--- config.mk ---
export PLATFORM = sky130hd
export DESIGN_NAME = rpc_method_arbiter
export DESIGN_NICKNAME = d
export VERILOG_FILES = /design/src/rtl/rpc_method_arbiter.sv
export SDC_FILE = /design/constraint.sdc
export NUM_CORES = 1
export LEC_CHECK = 0
export ABC_AREA = 1
export CAP_MARGIN = 30
export CORE_MARGIN = 5
export CORE_UTILIZATION = 35
export DETAILED_ROUTE_END_ITERATION = 7
export PLACE_DENSITY_LB_ADDON = 0.1
export SETUP_SLACK_MARGIN = 0.5
export SLEW_MARGIN = 0
export SYNTH_ARGS = -nofsm -noshare
export SYNTH_HDL_FRONTEND = slang
export SYNTH_SLANG_ARGS = --single-unit
--- constraint.sdc ---
create_clock -name clk -period 5.21 [get_ports clk]
set_input_delay 1.042 -clock clk [delete_from_list [all_inputs] [get_ports clk]]
set_output_delay 1.042 -clock clk [all_outputs]
set_load 0.005 [all_outputs]
--- src/rtl/rpc_method_arbiter.sv ---
// rpc_method_arbiter
// Shares one four-phase req/ack RPC method port of a generated server between
// N_CLIENTS client threads. Arbitration is round-robin. The grantee's arguments
// are captured into a register, and the server return is broadcast back to the
// clients. A watchdog releases the grantee if the server never acks.
//
// state  | meaning
// -------+-----------------------------------------------------------------
// IDLE   | no transaction; waiting for any cli_req
// REQ    | srv_req high for the grantee; waiting for srv_ack or watchdog expiry
// HOLD   | cli_ack high to the grantee; waiting for cli_req[g] and srv_ack low
module rpc_method_arbiter #(
    parameter int N_CLIENTS = 4,
    parameter int ARG_W     = 73,
    parameter int RET_W     = 8,
    parameter int TIMEOUT   = 1023,
    localparam int IDX_W    = $clog2(N_CLIENTS)
) (
    input  logic                         clk,
    input  logic                         reset,
    input  logic [N_CLIENTS-1:0]         cli_req,
    input  logic [N_CLIENTS*ARG_W-1:0]   cli_args,
    output logic [N_CLIENTS-1:0]         cli_ack,
    output logic [RET_W-1:0]             cli_return,
    output logic                         srv_req,
    output logic [ARG_W-1:0]             srv_args,
    input  logic                         srv_ack,
    input  logic [RET_W-1:0]             srv_return,
    output logic [IDX_W-1:0]             grant_idx,
    output logic                         busy,
    output logic                         timeout_err
);

    // The watchdog only ever needs to count up to TIMEOUT-1.
    localparam int WDOG_W = (TIMEOUT < 2) ? 1 : $clog2(TIMEOUT);
    localparam logic [WDOG_W-1:0] WDOG_LAST = WDOG_W'(TIMEOUT - 1);
    localparam logic [IDX_W-1:0]  IDX_LAST  = IDX_W'(N_CLIENTS - 1);

    typedef enum logic [1:0] {
        S_IDLE = 2'd0,
        S_REQ  = 2'd1,
        S_HOLD = 2'd2
    } state_t;

    state_t               state;
    state_t               state_nxt;
    logic [IDX_W-1:0]     rr_ptr;
    logic [WDOG_W-1:0]    wdog;
    logic                 wdog_hit;
    logic                 pick_found;
    logic [IDX_W-1:0]     pick_idx;
    logic [ARG_W-1:0]     arg_sel;
    logic [N_CLIENTS-1:0] grant_onehot;
    logic                 hold_done;
    int                   cand;

    // Round-robin pick: first requesting client at or after rr_ptr, wrapping.
    always_comb begin
        pick_found = 1'b0;
        pick_idx   = '0;
        cand       = 0;
        for (int i = 0; i < N_CLIENTS; i++) begin
            cand = int'(rr_ptr) + i;
            if (cand >= N_CLIENTS) begin
                cand = cand - N_CLIENTS;
            end
            if (!pick_found && cli_req[IDX_W'(cand)]) begin
                pick_found = 1'b1;
                pick_idx   = IDX_W'(cand);
            end
        end
    end

    // Argument mux for the picked client, using constant slices only.
    always_comb begin
        arg_sel = '0;
        for (int i = 0; i < N_CLIENTS; i++) begin
            if (pick_idx == IDX_W'(i)) begin
                arg_sel = cli_args[i*ARG_W +: ARG_W];
            end
        end
    end

    // State register.
    always_ff @(posedge clk or posedge reset) begin
        if (reset) begin
            state <= S_IDLE;
        end else begin
            state <= state_nxt;
        end
    end

    // Next-state logic; srv_ack takes priority over watchdog expiry in REQ.
    always_comb begin
        state_nxt = state;
        case (state)
            S_IDLE: if (pick_found)              state_nxt = S_REQ;
            S_REQ:  if (srv_ack || wdog_hit)     state_nxt = S_HOLD;
            S_HOLD: if (hold_done)               state_nxt = S_IDLE;
            default:                             state_nxt = S_IDLE;
        endcase
    end

    // Decodes taken from registered state only, so no input reaches an output.
    always_comb begin
        busy         = (state != S_IDLE);
        wdog_hit     = (TIMEOUT != 0) && (wdog == WDOG_LAST);
        grant_onehot = N_CLIENTS'(1) << grant_idx;
        // A late srv_ack after a timeout must fall before the next grant.
        hold_done    = !cli_req[grant_idx] && !srv_ack;
    end

    // Registered outputs and datapath: capture, return broadcast, watchdog, pointer.
    always_ff @(posedge clk or posedge reset) begin
        if (reset) begin
            cli_ack     <= '0;
            cli_return  <= '0;
            srv_req     <= 1'b0;
            srv_args    <= '0;
            grant_idx   <= '0;
            timeout_err <= 1'b0;
            rr_ptr      <= '0;
            wdog        <= '0;
        end else begin
            case (state)
                S_IDLE: begin
                    if (pick_found) begin
                        srv_args  <= arg_sel;
                        grant_idx <= pick_idx;
                        srv_req   <= 1'b1;
                        wdog      <= '0;
                    end
                end
                S_REQ: begin
                    if (srv_ack) begin
                        cli_return <= srv_return;
                        cli_ack    <= grant_onehot;
                        srv_req    <= 1'b0;
                    end else begin
                        wdog <= wdog + 1'b1;
                        if (wdog_hit) begin
                            timeout_err <= 1'b1;
                            srv_req     <= 1'b0;
                            cli_return  <= '0;
                            cli_ack     <= grant_onehot;
                        end
                    end
                end
                S_HOLD: begin
                    if (hold_done) begin
                        cli_ack <= '0;
                        rr_ptr  <= (grant_idx == IDX_LAST) ? '0 : grant_idx + 1'b1;
                    end
                end
                default: begin
                    cli_ack <= '0;
                    srv_req <= 1'b0;
                end
            endcase
        end
    end

endmodule
# Word level (Yosys, flattened, before mapping)
# Cells that the tools add are included.
dict set report op_classes {
  n_bitwise 3
  addsub 9
  reduce_logical 23
  eq_ne 12
  order_cmp 9
  n_mux 48
  n_shift 1
}
# operator n
set op_table {}
lappend op_table {{73-bit two-way mux} 4}
lappend op_table {{2-bit two-way mux} 12}
lappend op_table {{10-bit two-way mux} 2}
lappend op_table {{10-bit one-hot mux with 2 select lines} 1}
lappend op_table {{2-bit by 4-bit < comparator with 1-bit output, second input constant} 4}
lappend op_table {{1-bit two-way mux} 16}
lappend op_table {{8-bit two-way mux} 2}
lappend op_table {{3-bit AND reduction} 5}
lappend op_table {{4-bit two-way mux} 3}
lappend op_table {{4-bit one-hot mux with 3 select lines} 1}
lappend op_table {{10-bit by 1-bit adder with 10-bit output, second input constant} 1}
lappend op_table {{1-bit binary-select mux with 2-bit select} 5}
lappend op_table {{10-bit equality test, second input constant} 1}
lappend op_table {{3-bit >= comparator, second input constant} 3}
lappend op_table {{2-bit equality test, second input constant} 4}
lappend op_table {{2-bit inequality test, second input constant} 4}
lappend op_table {{2-bit by 1-bit subtractor with 2-bit output, second input constant} 4}
lappend op_table {{2-bit by 2-bit adder with 3-bit output, second input constant} 2}
lappend op_table {{2-bit one-hot mux with 3 select lines} 1}
lappend op_table {{2-bit AND reduction} 3}
lappend op_table {{2-bit nonzero test} 3}
lappend op_table {{1-bit logical NOT} 5}
lappend op_table {{2-bit by 1-bit equality test with 1-bit output, second input constant} 2}
lappend op_table {{1-bit logical AND} 4}
lappend op_table {{10 further kinds} 13}
dict set report word_totals {
  out_inout_bits 90
  inputBits 307
  elab_cells 114
  ff_bits 103
}

# Depth between registers and ports, before layout
# Gate-level depths: netlist of the first run.
dict set report logic_depth {
  depth_word 20
  depth_mapped 17
  mapped_depth_nobuf 15
}

# Worst setup path after synthesis of the first run
# Ideal clock, no wire load.
dict set report synth_timing {
  path_kind {input to register}
  start {input port cli_req[1]}
  end {register srv_args[60]}
  stages 14
  setup_time_ns 0.116
  slack_ns 2.568
  t_required_ns 5.094
  arrival_time_ns 2.526
  n_path_buf 2
  cell_sequence {inv_1 -> nand2_1 -> nand3_1 -> nand2_1 -> nor2_1 -> nand3_2 -> nand3_1 -> nor2_2 -> buf_6 -> buf_6 -> nand2_1 -> nand3_1 -> nand2_1 -> nand2_1}
}
dict set report synth_via {
  elab_chain_len 18
  elab_cells_between_ends 35
  classes_between {eq/ne: 3; mux: 24; reduce/logical: 8}
}
# item line_no
set synth_lines {}
lappend synth_lines {{start: declaration} 21} ;# input logic [N_CLIENTS-1:0] cli_req,
lappend synth_lines {{1-bit binary-select mux with 2-bit select} 67} ;# if (!pick_found && cli_req[IDX_W'(cand)]) begin
lappend synth_lines {{1-bit two-way mux (not written as such) (2 in a row)} 67}
lappend synth_lines {{1-bit two-way mux} 67}
lappend synth_lines {{1-bit logical NOT} 67}
lappend synth_lines {{1-bit logical AND} 67}
lappend synth_lines {{1-bit two-way mux} 67}
lappend synth_lines {{1-bit logical NOT} 67}
lappend synth_lines {{1-bit logical AND} 67}
lappend synth_lines {{1-bit two-way mux} 67}
lappend synth_lines {{1-bit logical NOT} 67}
lappend synth_lines {{1-bit logical AND} 67}
lappend synth_lines {{2-bit two-way mux} 67}
lappend synth_lines {{2-bit logical NOT} 78} ;# if (pick_idx == IDX_W'(i)) begin
lappend synth_lines {{73-bit two-way mux (4 in a row)} 78}
lappend synth_lines {{end signal: assignment} 128} ;# srv_args <= arg_sel;
lappend synth_lines {{end: declaration} 26} ;# output logic [ARG_W-1:0] srv_args,
# Parallel ways exist; a longest one is shown, timed or not. The select of a mux whose other input is x is not followed.
# A chain may end at the register's enable or synchronous reset.

# Worst setup path after layout of the first run
dict set report layout_timing {
  start {input port cli_req[1]}
  end {register srv_args[42]}
}
# The elaborated chain is that of the path after synthesis.

==> metrics.csv, run 1 <==
stage,metric,value,unit
floorplanning,Die X,158,um
job,number of max-cap violations,0,
synthesis,synth warn,0,
cts,clock sink total,103,
timing,Finish-stage setup viols,0,
worst_hold_path,Hold Crit Depth,2,
cts,hold_buf cts,0,
synthesis,Syn Area/Cell,5.75,sq um
synthesis,ranking of synthesized cells by area,"dfrtp_1 34%, nand2_1 28%, inv_1 12%, nand3_1 8.4%, nor2_1 7.4%",
synthesis,number of synthesized register bits,103,
floorplanning,Boundary Pins,397,
cells_and_area,Fillers,2177,
placed_design,HPWL after DPL,22.1,mm
grt,initial antenna violation count,1,
worst_setup_path,Reg-to-Reg Start,rr_ptr[0],
synthesis,synth unique cells,30,
synthesis,Mapped Area,0.00762,sq mm
floorplanning,Rows,54,
cells_and_area,"non-filler cells, final",1969,
worst_setup_path,FF-to-FF setup slack,1.98,ns
synthesis,top-area cell type share of the netlist area,33.8,%
grt,pin count of the biggest net entering global routing,142,
floorplanning,Die Ht,158,um
synthesis,ys flop type,dfrtp_1,
timing,final hold violation count,0,
placed_design,Buffers on Ports,396,
route,Residual DRC,0,
outcome,status,finished clean,
route,met2 wire len,14.2,mm
floorplanning,core box area,0.0216,sq mm
grt,vias in the first global route,8404,
route,Vias/cell,4.51,
worst_hold_path,worst hold path class,reg -> reg,
grt,Total Routing Usage GR,22.8,%
worst_setup_path,worst path arrival time,3.98,ns
placed_design,Placed Cells,1951,
route,Highest Signal Layer,met4,
route,Pre-antenna DRT Iters,5,
cells_and_area,Final Core Density,55.6,%
cts,H-Tree Depth,3,
route,Starting DRT DRC Count,494,
worst_setup_path,Setup Crit Path Kind,in -> reg,
power_and_ir_drop,Peak VDD IR,0.000640,V
worst_setup_path,Critical-path top delay cell,nor2_4,
cells_and_area,"commonest non-fill, non-tap cell in the layout",nand2_1,
timing,Max Slew Vio Count,0,
worst_setup_path,"CP delay by family, top",simple AND/OR/NAND/NOR gates,
timing,RSZ-0062 raised after global routing,false,
cells_and_area,P&R area growth vs syn,57.9,%
cells_and_area,nets@finish,1995,
worst_setup_path,CP Capture Type,register,
power_and_ir_drop,LEAKAGE,6.53,nW
worst_hold_path,Worst Hold Launch,cli_return[7],
timing,Fin Setup TNS,0,ns
timing,worst-margin pin slew,0.900,ns
synthesis,Syn Nets,1637,
cells_and_area,fraction of layout cells with a size suffix above 1,2.31,%
cts,Worst-Skew Late Latency,0.35,ns
timing,minimum clock period,3.70,ns
cts,CTS buffer count,9,
cells_and_area,multi-input logic area,0.00380,sq mm
worst_hold_path,Worst Hold Endpoint,cli_return[7],
cells_and_area,storage element area,0.00258,sq mm
floorplanning,Initial Util,35.2,%
route,met3 wire length,2.69,mm
worst_setup_path,critical path's largest stage delay,0.68,ns
floorplanning,die area,0.0248,sq mm
worst_setup_path,buffers and inverters on the worst path,3,
worst_setup_path,CP most frequent cell,nand2_1,
route,DR vias,8888,
cts,"CTS clk-pin slew, worst paths",0.08,ns
route,Routed WL,29.6,mm
placed_design,GPL Wtd Cong,0.913,
cells_and_area,Final Cell Area,0.0120,sq mm
cts,CTS Root Cell,clkbuf_16,
cts,CTS tree,built,
timing,Worst slew margin,40.0,%
worst_setup_path,CP Cell Sequence,"clkdlybuf4s50_1, inv_1, nand2_1, nand3_1, nand2_1, nor2_1, nand3_2, nand3_1, nor2_4, buf_4, nand2_1, nand3_1, nand2_1, nand2_1",
synthesis,"FFs w/ async S/R, synth",100,%
worst_setup_path,reg2reg end,srv_args[42],
grt,GRT overflow,0,
worst_setup_path,maximum fanout along the worst path,27,
worst_setup_path,CP Launch Type,input port,
placed_design,Placed Area,0.0117,sq mm
synthesis,number of flops mapped to enable cells by yosys,0,
cts,Clock Path Buffers,2,
cells_and_area,"commonest non-fill, non-tap cells in the layout","574 x nand2_1, 396 x clkdlybuf4s50_1, 246 x inv_1",
synthesis,Cells after Synth,1324,
timing,period utilisation layout,70.9,%
worst_setup_path,path depth of the worst reg2reg path,13,
worst_setup_path,worst path required time,5.50,ns
timing,Fmax,0.271,GHz
cts,# Post-CTS Setup Buffers,0,
timing,Max Clock Skew,0.0106,ns
route,WL met1,11.9,mm
synthesis,register area share after synthesis,33.8,%
synthesis,post-synth top area cell,dfrtp_1,
cts,post-CTS sizing,0,
power_and_ir_drop,pwr/cell area,611,mW/mm^2
route,DRT antenna net count,0,
timing,hold_ws,0.478,ns
grt,first-pass GRT wire length,44.7,mm
route,DR WL/cell,15.0,um
==> how the worst max path moves through the flow <==
stage,slack [ns],from,endpoint,cells past startpoint
2_1_floorplan,1.46,reset,cli_ack[0],1
3_3_place_gp,1.28,cli_req[0],srv_args[20],14
3_5_place_dp,1.14,cli_req[1],srv_args[30],14
4_1_cts,1.51,cli_req[1],srv_args[42],14
5_1_grt,1.24,cli_req[1],srv_args[22],14
6_report,1.51,cli_req[1],srv_args[42],14
==> sequential cells by signal (all words and copies together) (netlist names) <==
register     cells
state            2
cli_ack          4
rr_ptr           2
srv_req          1
srv_args        73
grant_idx        2
timeout_err      1
cli_return       8
wdog            10
==> logic make-up after synthesis <==
kind of cell	after synthesis	synth area share [%]
buffers and inverters	311	16.6
adder cells (fa/ha/maj)	6	0.985
AO/OA/AOI/OAI	26	2.04
flip-flops	103	33.8
XOR/XNOR	7	0.805
AND/OR/NAND/NOR	871	45.8
==> synth_stat cells (all sizes together) (3+ instances only) <==
library cell	number
nand2	576
inv	251
nor2	154
nand3	129
dfrtp	103
buf	44
o21ai	17
clkbuf	16
nand4	7
ha	6
xor2	6
a21oi	3
nor3	3
o31ai	3
==> metrics by stage <==
step	power [mW]	setup slack [ns]
after global placement	6.71	1.28
after detailed placement	6.78	1.14
after global routing	8.21	1.24
final	7.35	1.51
after floorplan	4.90	1.46
after CTS	7.46	1.51
==> final cells by class <==
type | instances | area share (%)
Clock buffer | 13 | 2.16
Multi-Input combinational cell | 910 | 31.6
Tap cell | 280 | 2.91
Sequential cell | 103 | 21.4
Timing Repair Buffer | 407 | 33.9
Antenna cell | 2 | 0.0416
Clock inverter | 3 | 0.146
Inverter | 251 | 7.85
==> worst min-delay path: cells and delay by family, from the launching register on <==
| family | cells | cell delay (ns) |
|---|---|---|
| and+or+nand+nor | 2 | 0.11 |
| DFF | 1 | 0.34 |
==> metal layers <==
layer / global-route usage [%] / vias up
met5: 0 / -
met4: 7.37 / 0
met3: 6.05 / 40
met2: 39.3 / 341
met1: 27.9 / 3923
li1: - / 4584
==> power breakdown <==
group | total, mW | switching (mW) | internal, mW
sequential | 1.42 | 0.230 | 1.19
clock | 0.663 | 0.313 | 0.350
combinational | 5.26 | 3.23 | 2.04
total | 7.35 | 3.77 | 3.58
(Power assumes the default switching activity.)
==> run 2, diff against run 1 <==
==> constraint.sdc (replaced) <==
create_clock -name clk -period 3.3 [get_ports clk]
set_input_delay 0.66 -clock clk [delete_from_list [all_inputs] [get_ports clk]]
set_output_delay 0.66 -clock clk [all_outputs]
set_load 0.005 [all_outputs]
==> metrics.csv, run 2 (synthesis results as in run 1) <==
stage,metric,value,unit,change
cells_and_area,Fillers,2200,,+1.1%
timing,Max Clock Skew,0.00926,ns,-0.00138 ns
cts,CTS tree,built,,
timing,minimum clock period,2.61,ns,
timing,Worst slew margin,59.8,%,+20 points
placed_design,HPWL after DPL,22.6,mm,+2.3%
cts,CTS Root Cell,clkbuf_16,,
route,Residual DRC,0,,unchanged
worst_setup_path,Critical-path top delay cell,clkdlybuf4s50_1,,
cells_and_area,largest register by flop count,srv_args,,
cells_and_area,fraction of layout cells with a size suffix above 1,3.46,%,+1.2 points
power_and_ir_drop,sequential share of power,18.2,%,-1.2 points
worst_setup_path,CP Capture Type,register,,
grt,vias in the first global route,8136,,-3.2%
power_and_ir_drop,Comb power frac,73.0,%,+1.4 points
worst_setup_path,worst path required time,3.55,ns,-1.95 ns
placed_design,Placed Area,0.0119,sq mm,+1.7%
route,Starting DRT DRC Count,460,,-6.9%
route,DRT antenna net count,0,,unchanged
grt,Total Routing Usage GR,22.6,%,-0.29 points
outcome,status,finished clean,,
timing,period utilisation layout,79.2,%,
timing,worst-margin pin slew,0.603,ns,-0.297 ns
cells_and_area,top flop regs,"srv_args: 73 flops, wdog: 10 flops, cli_return: 8 flops",,
power_and_ir_drop,Peak VDD IR,0.000567,V,-11%
worst_setup_path,critical path's largest stage delay,0.45,ns,-0.23 ns
power_and_ir_drop,Switching Share,49.8,%,-1.4 points
cells_and_area,"commonest non-fill, non-tap cells in the layout","574 x nand2_1, 396 x clkdlybuf4s50_1, 246 x inv_1",,
cells_and_area,P&R area growth vs syn,61.8,%,
power_and_ir_drop,pwr/cell area,1010,mW/mm^2,+65%
placed_design,GPL Wtd Cong,0.887,,-2.9%
power_and_ir_drop,Clk pwr share,8.8,%,-0.2 points
cells_and_area,"commonest non-fill, non-tap cell in the layout",nand2_1,,
cells_and_area,Final Core Density,57.0,%,+1.4 points
power_and_ir_drop,Pint,6.24,mW,+74%
timing,Fin Setup TNS,0,ns,unchanged
cts,"CTS clk-pin slew, worst paths",0.08,ns,about the same
floorplanning,Initial Util,35.2,%,unchanged
worst_setup_path,Setup Crit Path Kind,in -> reg,,
route,Pre-antenna DRT Iters,5,,unchanged
route,Vias/cell,4.50,,-0.25%
grt,first-pass GRT wire length,43.8,mm,-2.0%
grt,initial antenna violation count,2,,+1
power_and_ir_drop,LEAKAGE,6.67,nW,+2.1%
cts,H-Tree Depth,3,,unchanged
floorplanning,Die X,158,um,unchanged
timing,Finish-stage setup viols,0,,unchanged
cts,clock sink total,103,,unchanged
timing,Fmax,0.382,GHz,
worst_setup_path,worst path arrival time,2.86,ns,-1.12 ns
worst_setup_path,CP most frequent cell,nand2_1,,
worst_setup_path,maximum fanout along the worst path,43,,+59%
worst_setup_path,CP Launch Type,input port,,
floorplanning,die area,0.0248,sq mm,unchanged
route,DR vias,8933,,+0.51%
timing,Max Slew Vio Count,0,,unchanged
route,Routed WL,30.1,mm,+1.8%
power_and_ir_drop,P_sw,6.19,mW,+64%
floorplanning,Rows,54,,unchanged
timing,RSZ-0062 raised after global routing,false,,
cells_and_area,nets@finish,2011,,+0.80%
cts,Worst-Skew Late Latency,0.35,ns,about the same
cts,Clock Path Buffers,2,,unchanged
timing,hold_ws,0.477,ns,-0.00114 ns
grt,GRT overflow,0,,unchanged
grt,pin count of the biggest net entering global routing,104,,-27%
floorplanning,Die Ht,158,um,unchanged
placed_design,Buffers on Ports,396,,unchanged
worst_hold_path,worst hold path class,reg -> reg,,
floorplanning,Boundary Pins,397,,unchanged
job,number of max-cap violations,0,,unchanged
worst_setup_path,CP Cell Sequence,"clkdlybuf4s50_1, inv_1, nand2_1, nand3_2, nand2_1, nor2_2, nand3_1, nand2_1, nand2_2, nor2_4, clkbuf_8, nand2_1, nand2_1, inv_1, nand2_1, nand2_1",,
cells_and_area,max FFs per register,73,,unchanged
cells_and_area,Final Cell Area,0.0123,sq mm,+2.5%
floorplanning,core box area,0.0216,sq mm,unchanged
cts,hold_buf cts,0,,unchanged
cts,CTS buffer count,9,,unchanged
timing,final hold violation count,0,,unchanged
route,DR WL/cell,15.2,um,+1.0%
[run 2: changes by cell type in the layout (fill, tap and decap cells not counted), moves of 2 or more]
cell / before / now
inv_6: 0 / 3
clkinv_2: 2 / 0
buf_4: 9 / 12
clkbuf_8: 2 / 4
clkbuf_1: 2 / 0
clkbuf_16: 9 / 11
buf_12: 1 / 11
[run 2: power by group through the flow]
stage                     Combinational (mW)  Sequential [mW]  Clock (mW)
final                                   9.07             2.26        1.10
after global routing                    10.2             2.33        1.19
after CTS                               8.94             2.26        1.13
after detailed placement                8.91             2.27           0
after global placement                  8.83             2.27           0
after floorplan                         5.48             2.25           0
[run 2: critical path: cells and delay by family]
kind | cells | cell delay [ns]
and+or+nand+nor | 12 | 1.26
buffers and inverters | 4 | 0.93
[run 2: through the flow]
step | power, mW | cells | setup slack (ns)
3_5_place_dp | 11.2 | 1963 | 0.175
4_1_cts | 12.3 | 1979 | 0.544
2_1_floorplan | 7.73 | 1324 | 1.04
6_report | 12.4 | 1984 | 0.685
5_1_grt | 13.8 | 1984 | 0.500
3_3_place_gp | 11.1 | 1963 | 0.230
[run 2: per-layer routing]
layer  up-vias  wire length [um]  global-route usage (%)
met5         -                11                       0
met4         2              1120                    9.18
met3        51              2690                    5.94
met2       340             14200                    37.9
met1      3920             12100                    27.5
li1       4620                 -                       -
[run 2: what timing repair did]
item	4_1_cts	5_1_grt
setup endpoints to repair	0	63
resized for setup	0	5
setup buffers	0	2
[run 2: final timing paths]
| check | from | endpoint | slack [ns] | cells after the start |
|---|---|---|---|---|
| min reg2reg | cli_return[4] | cli_return[4] | 0.48 | 2 |
| max in group asynchronous | reset | srv_args[7] | 2.02 | 3 |
| min | cli_return[4] | cli_return[4] | 0.48 | 2 |
| max reg2reg | rr_ptr[0] | srv_args[53] | 0.80 | 14 |
| max | cli_req[1] | srv_args[53] | 0.69 | 16 |
| min in group asynchronous | reset | srv_args[42] | 0.81 | 3 |
[run 2: layout make-up]
| type | count | area [sq um] | area share (%) |
|---|---|---|---|
| Antenna cell | 1 | 2.50 | 0.0203 |
| Clock buffer | 12 | 267 | 2.16 |
| Clock inverter | 4 | 33.8 | 0.274 |
| Inverter | 251 | 946 | 7.67 |
| Multi-Input combinational cell | 910 | 3800 | 30.9 |
| Sequential cell | 103 | 2580 | 20.9 |
| Tap cell | 280 | 350 | 2.84 |
| Timing Repair Buffer | 423 | 4350 | 35.3 |
==> run 3, diff against run 2 <==
==> constraint.sdc (replaced) <==
create_clock -name clk -period 2.5 [get_ports clk]
set_input_delay 0.5 -clock clk [delete_from_list [all_inputs] [get_ports clk]]
set_output_delay 0.5 -clock clk [all_outputs]
set_load 0.005 [all_outputs]
==> metrics.csv, run 3 (synthesis results as in run 1) <==
stage,metric,value,unit,change
timing,Fmax,0.429,GHz,
worst_setup_path,CP most frequent cell,nand2_4,,
power_and_ir_drop,Switching Share,47.3,%,-2.6 points
power_and_ir_drop,pwr/cell area,1560,mW/mm^2,+55%
power_and_ir_drop,P_sw,10.2,mW,+65%
grt,Total Routing Usage GR,24.8,%,+2.3 points
timing,Fin Setup TNS,0,ns,unchanged
cts,H-Tree Depth,3,,unchanged
worst_setup_path,CP Cell Sequence,"clkinv_4, nand2_4, nand2_4, nand2_4, nand2_2, nor2_2, nand3_1, nand2_2, nand2_4, nor2_4, buf_12, buf_12, clkbuf_16, nand2_2, nand2_1, inv_1, nand2_1, nand2_1",,
floorplanning,Rows,54,,unchanged
cts,CTS buffer count,9,,unchanged
floorplanning,Die X,158,um,unchanged
cells_and_area,Final Cell Area,0.0139,sq mm,+13%
grt,first-pass GRT wire length,48.3,mm,+10%
timing,worst-margin pin slew,0.418,ns,-0.185 ns
cells_and_area,"commonest non-fill, non-tap cells in the layout","509 x nand2_1, 391 x clkdlybuf4s50_1, 239 x inv_1",,
worst_setup_path,buffers and inverters on the worst path,5,,+1
timing,Finish-stage setup viols,0,,unchanged
placed_design,Placed Cells,1984,,+1.1%
power_and_ir_drop,LEAKAGE,7.38,nW,+11%
cells_and_area,"non-filler cells, final",2050,,+3.3%
cells_and_area,"commonest non-fill, non-tap cell in the layout",nand2_1,,
floorplanning,Boundary Pins,397,,unchanged
grt,initial antenna violation count,0,,-2
route,Starting DRT DRC Count,617,,+34%
power_and_ir_drop,Pint,11.4,mW,+83%
job,number of max-cap violations,0,,unchanged
floorplanning,core box area,0.0216,sq mm,unchanged
cells_and_area,multi-input logic area,0.00427,sq mm,+12%
worst_setup_path,"CP delay by family, top",simple AND/OR/NAND/NOR gates,,
placed_design,GPL Wtd Cong,0.896,,+1.0%
worst_setup_path,critical path's largest stage delay,0.51,ns,+0.06 ns
cells_and_area,largest register by flop count,srv_args,,
power_and_ir_drop,Total Power,21.7,mW,+74%
timing,RSZ-0062 raised after global routing,true,,
cells_and_area,fraction of layout cells with a size suffix above 1,13.8,%,+10 points
placed_design,HPWL after DPL,23.2,mm,+2.3%
grt,vias in the first global route,8779,,+7.9%
cts,hold_buf cts,0,,unchanged
floorplanning,die area,0.0248,sq mm,unchanged
power_and_ir_drop,Comb power frac,78.9,%,+5.9 points
cells_and_area,nets@finish,2077,,+3.3%
timing,minimum clock period,2.33,ns,
cts,Clock Path Buffers,2,,unchanged
placed_design,Placed Area,0.0121,sq mm,+1.6%
worst_setup_path,worst path arrival time,2.58,ns,-0.28 ns
route,DR vias,9606,,+7.5%
worst_setup_path,maximum fanout along the worst path,8,,-81%
grt,pin count of the biggest net entering global routing,59,,-43%
route,Routed WL,35.1,mm,+17%
route,DRT antenna net count,0,,unchanged
power_and_ir_drop,Peak VDD IR,0.00101,V,+77%
timing,period utilisation layout,93.2,%,
route,DR WL/cell,17.1,um,+13%
cells_and_area,max FFs per register,73,,unchanged
cts,"CTS clk-pin slew, worst paths",0.07,ns,about the same
grt,GRT overflow,0,,unchanged
timing,Max Slew Vio Count,0,,unchanged
worst_setup_path,CP Launch Type,register,,
cells_and_area,Final Core Density,64.4,%,+7.4 points
floorplanning,Die Ht,158,um,unchanged
worst_setup_path,Critical-path top delay cell,dfrtp_2,,
worst_hold_path,worst hold path class,in -> async,,
floorplanning,Initial Util,35.2,%,unchanged
timing,Worst slew margin,72.1,%,+12 points
timing,final hold violation count,0,,unchanged
route,Vias/cell,4.69,,+4.1%
cells_and_area,storage element area,0.00258,sq mm,about the same
cells_and_area,Fillers,1996,,-9.3%
route,Residual DRC,0,,unchanged
worst_setup_path,CP Capture Type,register,,
cts,Worst-Skew Late Latency,0.36,ns,about the same
outcome,status,finished clean,,
worst_setup_path,Setup Crit Path Kind,reg -> reg,,
cts,CTS tree,built,,
power_and_ir_drop,sequential share of power,13.8,%,-4.4 points
worst_setup_path,worst path required time,2.75,ns,-0.80 ns
cells_and_area,P&R area growth vs syn,82.7,%,
route,Pre-antenna DRT Iters,5,,unchanged
power_and_ir_drop,Clk pwr share,7.3,%,-1.5 points
cells_and_area,top flop regs,"srv_args: 73 flops, wdog: 10 flops, cli_return: 8 flops",,
timing,Max Clock Skew,0.00832,ns,-0.000940 ns
cts,CTS Root Cell,clkbuf_16,,
cts,clock sink total,103,,unchanged
placed_design,Buffers on Ports,396,,unchanged
[run 3: changes by cell type in the layout (fill, tap and decap cells not counted), moves of 15 or more]
cell,change
nand2_4,+18
nor2_2,+19
nor2_1,-28
nand2_2,+47
nand3_2,+15
nand3_1,-16
buf_4,+18
nand2_1,-65
buf_6,+16
[run 3: stage by stage]
stage	hold WS (ns)	setup WS (ns)
5_1_grt	0.423	0.0655
3_5_place_dp	0.462	-0.211
3_3_place_gp	0.456	-0.153
4_1_cts	0.403	0.344
2_1_floorplan	0.465	0.506
6_report	0.408	0.169
[run 3: path summary, 6_finish.rpt]
check | depth (start not counted) | slack (ns) | endpoint | from
setup / recovery | 18 | 0.17 | srv_args[61] | rr_ptr[0]
hold / removal | 2 | 0.41 | srv_args[36] | reset
setup reg to reg | 18 | 0.17 | srv_args[61] | rr_ptr[0]
hold reg to reg | 2 | 0.47 | srv_args[11] | srv_args[11]
max in group asynchronous | 3 | 1.52 | srv_args[16] | reset
min in group clk | 2 | 0.47 | srv_args[11] | srv_args[11]
[run 3: per-layer routing]
layer / part of all wire [%] / GRT usage [%]
met1: 39 / 30.4
met2: 48 / 42.9
met3: 9.5 / 6.16
met4: 3.5 / 7.99
met5: 0 / 0
[run 3: layout make-up]
class                   instances  area share [%]
diodes                          1          0.0180
clock buffers                  11            1.67
clock inverters                 5           0.584
inverters                     251            7.03
multi-input cells             910            30.7
flip-flops and latches        103            18.5
well taps                     280            2.52
repair buffers                488            38.9
repair inverters                1          0.0449
[run 3: power groups by stage]
stage | clock [mW] | sequential, mW | combinational [mW]
2_1_floorplan | 0 | 2.97 | 7.25
3_3_place_gp | 0 | 2.96 | 12.0
3_5_place_dp | 0 | 2.97 | 12.1
5_1_grt | 1.67 | 3.07 | 18.7
4_1_cts | 1.61 | 2.96 | 14.3
6_report | 1.59 | 2.99 | 17.1
[run 3: worst register-to-register path: stages (launching register included)]
cell and delay [ns]:
dfrtp_2 0.51, clkinv_4 0.15, nand2_4 0.10, nand2_4 0.07, nand2_4 0.08, nand2_2 0.05
nor2_2 0.11, nand3_1 0.11, nand2_2 0.10, nand2_4 0.08, nor2_4 0.11, buf_12 0.18
buf_12 0.15, clkbuf_16 0.16, nand2_2 0.05, nand2_1 0.05, inv_1 0.04, nand2_1 0.05
nand2_1 0.06
[run 3: repair_timing]
action | in CTS | in global routing
pin swaps | 13 | 65
cloned | 8 | 17
buffers inserted | 15 | 9
gates resized for setup | 54 | 154
setup endpoints to repair | 88 | 88
==> RTL edit, RTL diff (flow settings as in run 2) <==
The parameter `TIMEOUT` goes from 1023 to 511.
--- a/src/rtl/rpc_method_arbiter.sv
+++ b/src/rtl/rpc_method_arbiter.sv
@@ -13,7 +13,7 @@
     parameter int N_CLIENTS = 4,
     parameter int ARG_W     = 73,
     parameter int RET_W     = 8,
-    parameter int TIMEOUT   = 1023,
+    parameter int TIMEOUT   = 511,
     localparam int IDX_W    = $clog2(N_CLIENTS)
 ) (
     input  logic                         clk,
Check against the original RTL: no difference found for any inputs over 4 cycles, from zero or initial values and one cycle with reset high; that may be too few to reach the edited logic, so the function may still have changed.
==> RTL edit against run 2 <==
- sequential cell count is 1 lower
- final area down 0.54%
- worst setup slack got worse by 0.042 ns
- first-iteration DRC count grew 20%
- area after synthesis rose by 0.26%
- routed wire length up 3.1%
- highest routed layer unchanged
- fmax down 1.6%
- total power rose by 3.2%
==> RTL edit: results (changes against run 2) <==
Critical path
  • Crit path max fanout: 15 (-65%)
  • R2r startpoint: rr_ptr[0]
  • CP arrival: 2.90 ns (+0.04 ns)
  • RR Endpoint: srv_args[72]
  • Worst Reg-to-Reg Cells: 15 (+1)
  • FF-to-FF setup slack: 0.73 ns (-0.07 ns)
  • Critical Path Max Stage Delay: 0.42 ns (-0.03 ns)
  • Crit path from: cli_req[1]

STA
  • Worst Skew: 0.00926 ns (-0.00000430 ns)
  • Worst-Margin Slew: 0.659 ns (+0.0558 ns)
  • Tcrit/Tclk final: 0.805 (+0.0126)
  • Hold Slack: 0.480 ns (+0.00252 ns)

Power
  • Design Power: 12.8 mW (+3.2%)
  • Seq pwr share: 0.175 (-0.007)
  • Comb pwr: 9.49 mW (+4.6%)
  • Max VDD drop: 0.000718 V (+27%)
  • Net Sw Frac: 0.506 (+0.00735)
  • P_leak: 6.42 nW (-3.7%)

Logic synthesis
  • Multiplexer share of the synthesized area: 0 (unchanged)
  • Distinct cell type count after synthesis: 33 (+10%)
  • Post-Synth XOR/XNOR Area: 0.00344 (-0.00461)
  • Synth cell count leaders: 426 x nand2_1, 230 x inv_1, 148 x nand3_1, 102 x dfrtp_1, 53 x a21o_1
  • Seq/Total Area, Yosys: 0.334 (-0.00416)
  • Syn Nets: 1520 (-7.1%)
  • Synth Area in Adders: 0.00983 (-0.0000258)
  • Synth top area cells: dfrtp_1 33%, nand2_1 21%, inv_1 11%
  • Syn_area_per_cell: 6.33 µm² (+10%)

Place
  • Placed insts: 1829 (-6.8%)
  • Placement Cell Area: 0.0118 mm² (-1.2%)
  • DP HPWL: 22300 µm (-1.3%)
  • Pre-CTS setup slack: 0.241 ns (+0.0663 ns)
  • GP Congestion: 0.909 (+2.4%)

Global route
  • Vias in the first global route: 8421 (+3.5%)
  • Total Routing Usage GR: 0.228 (+0.00272)
  • First-pass GRT wire length: 44700 µm (+2.0%)
  • Initial antenna violation count: 2 (unchanged)
  • Largest net degree at the start of global routing: 75 (-28%)

Route
  • Initial drt markers: 551 (+20%)
  • Final wirelength: 31000 µm (+3.1%)
  • Drt wl/cell: 16.8 µm (+10%)

Layout
  • Top Registers: srv_args: 73 flops, wdog: 9 flops, cli_return: 8 flops
  • Nets: 1880 (-6.5%)
  • Antenna Cells: 0 (-1)

Worst hold path
  • Hold path endpoint: srv_args[69]

Run status
  • Outcome: completed
[RTL edit: cell types whose count changed after synthesis, sizes merged, moves of 17 or more]
cell	change
nand3b	+32
nor2	-118
a21o	+53
nand4	+17
a21oi	+21
inv	-17
nand2	-147
nand3	+23
[RTL edit: area by class of cell]
type / instances / area, µm²
Clock inverter: 7 / 73.8
Tap cell: 280 / 350
Sequential cell: 102 / 2550
Inverter: 234 / 887
Multi-Input combinational cell: 801 / 3850
Clock buffer: 9 / 225
Timing Repair inverter: 1 / 7.51
Fill cell: 2125 / 9430
Timing Repair Buffer: 418 / 4310
[RTL edit: metal layers]
layer / part of all wire / GRT usage
met3: 0.091 / 0.0634
met4: 0.026 / 0.0733
met1: 0.39 / 0.276
met2: 0.49 / 0.394
met5: 0.00087 / 0
[RTL edit: worst reg2reg max path, delay by kind of cell, from the launching register on]
family                 cells  cell delay, ns
DFF                        1            0.57
and+or+nand+nor           12            1.36
buffers and inverters      3            0.54
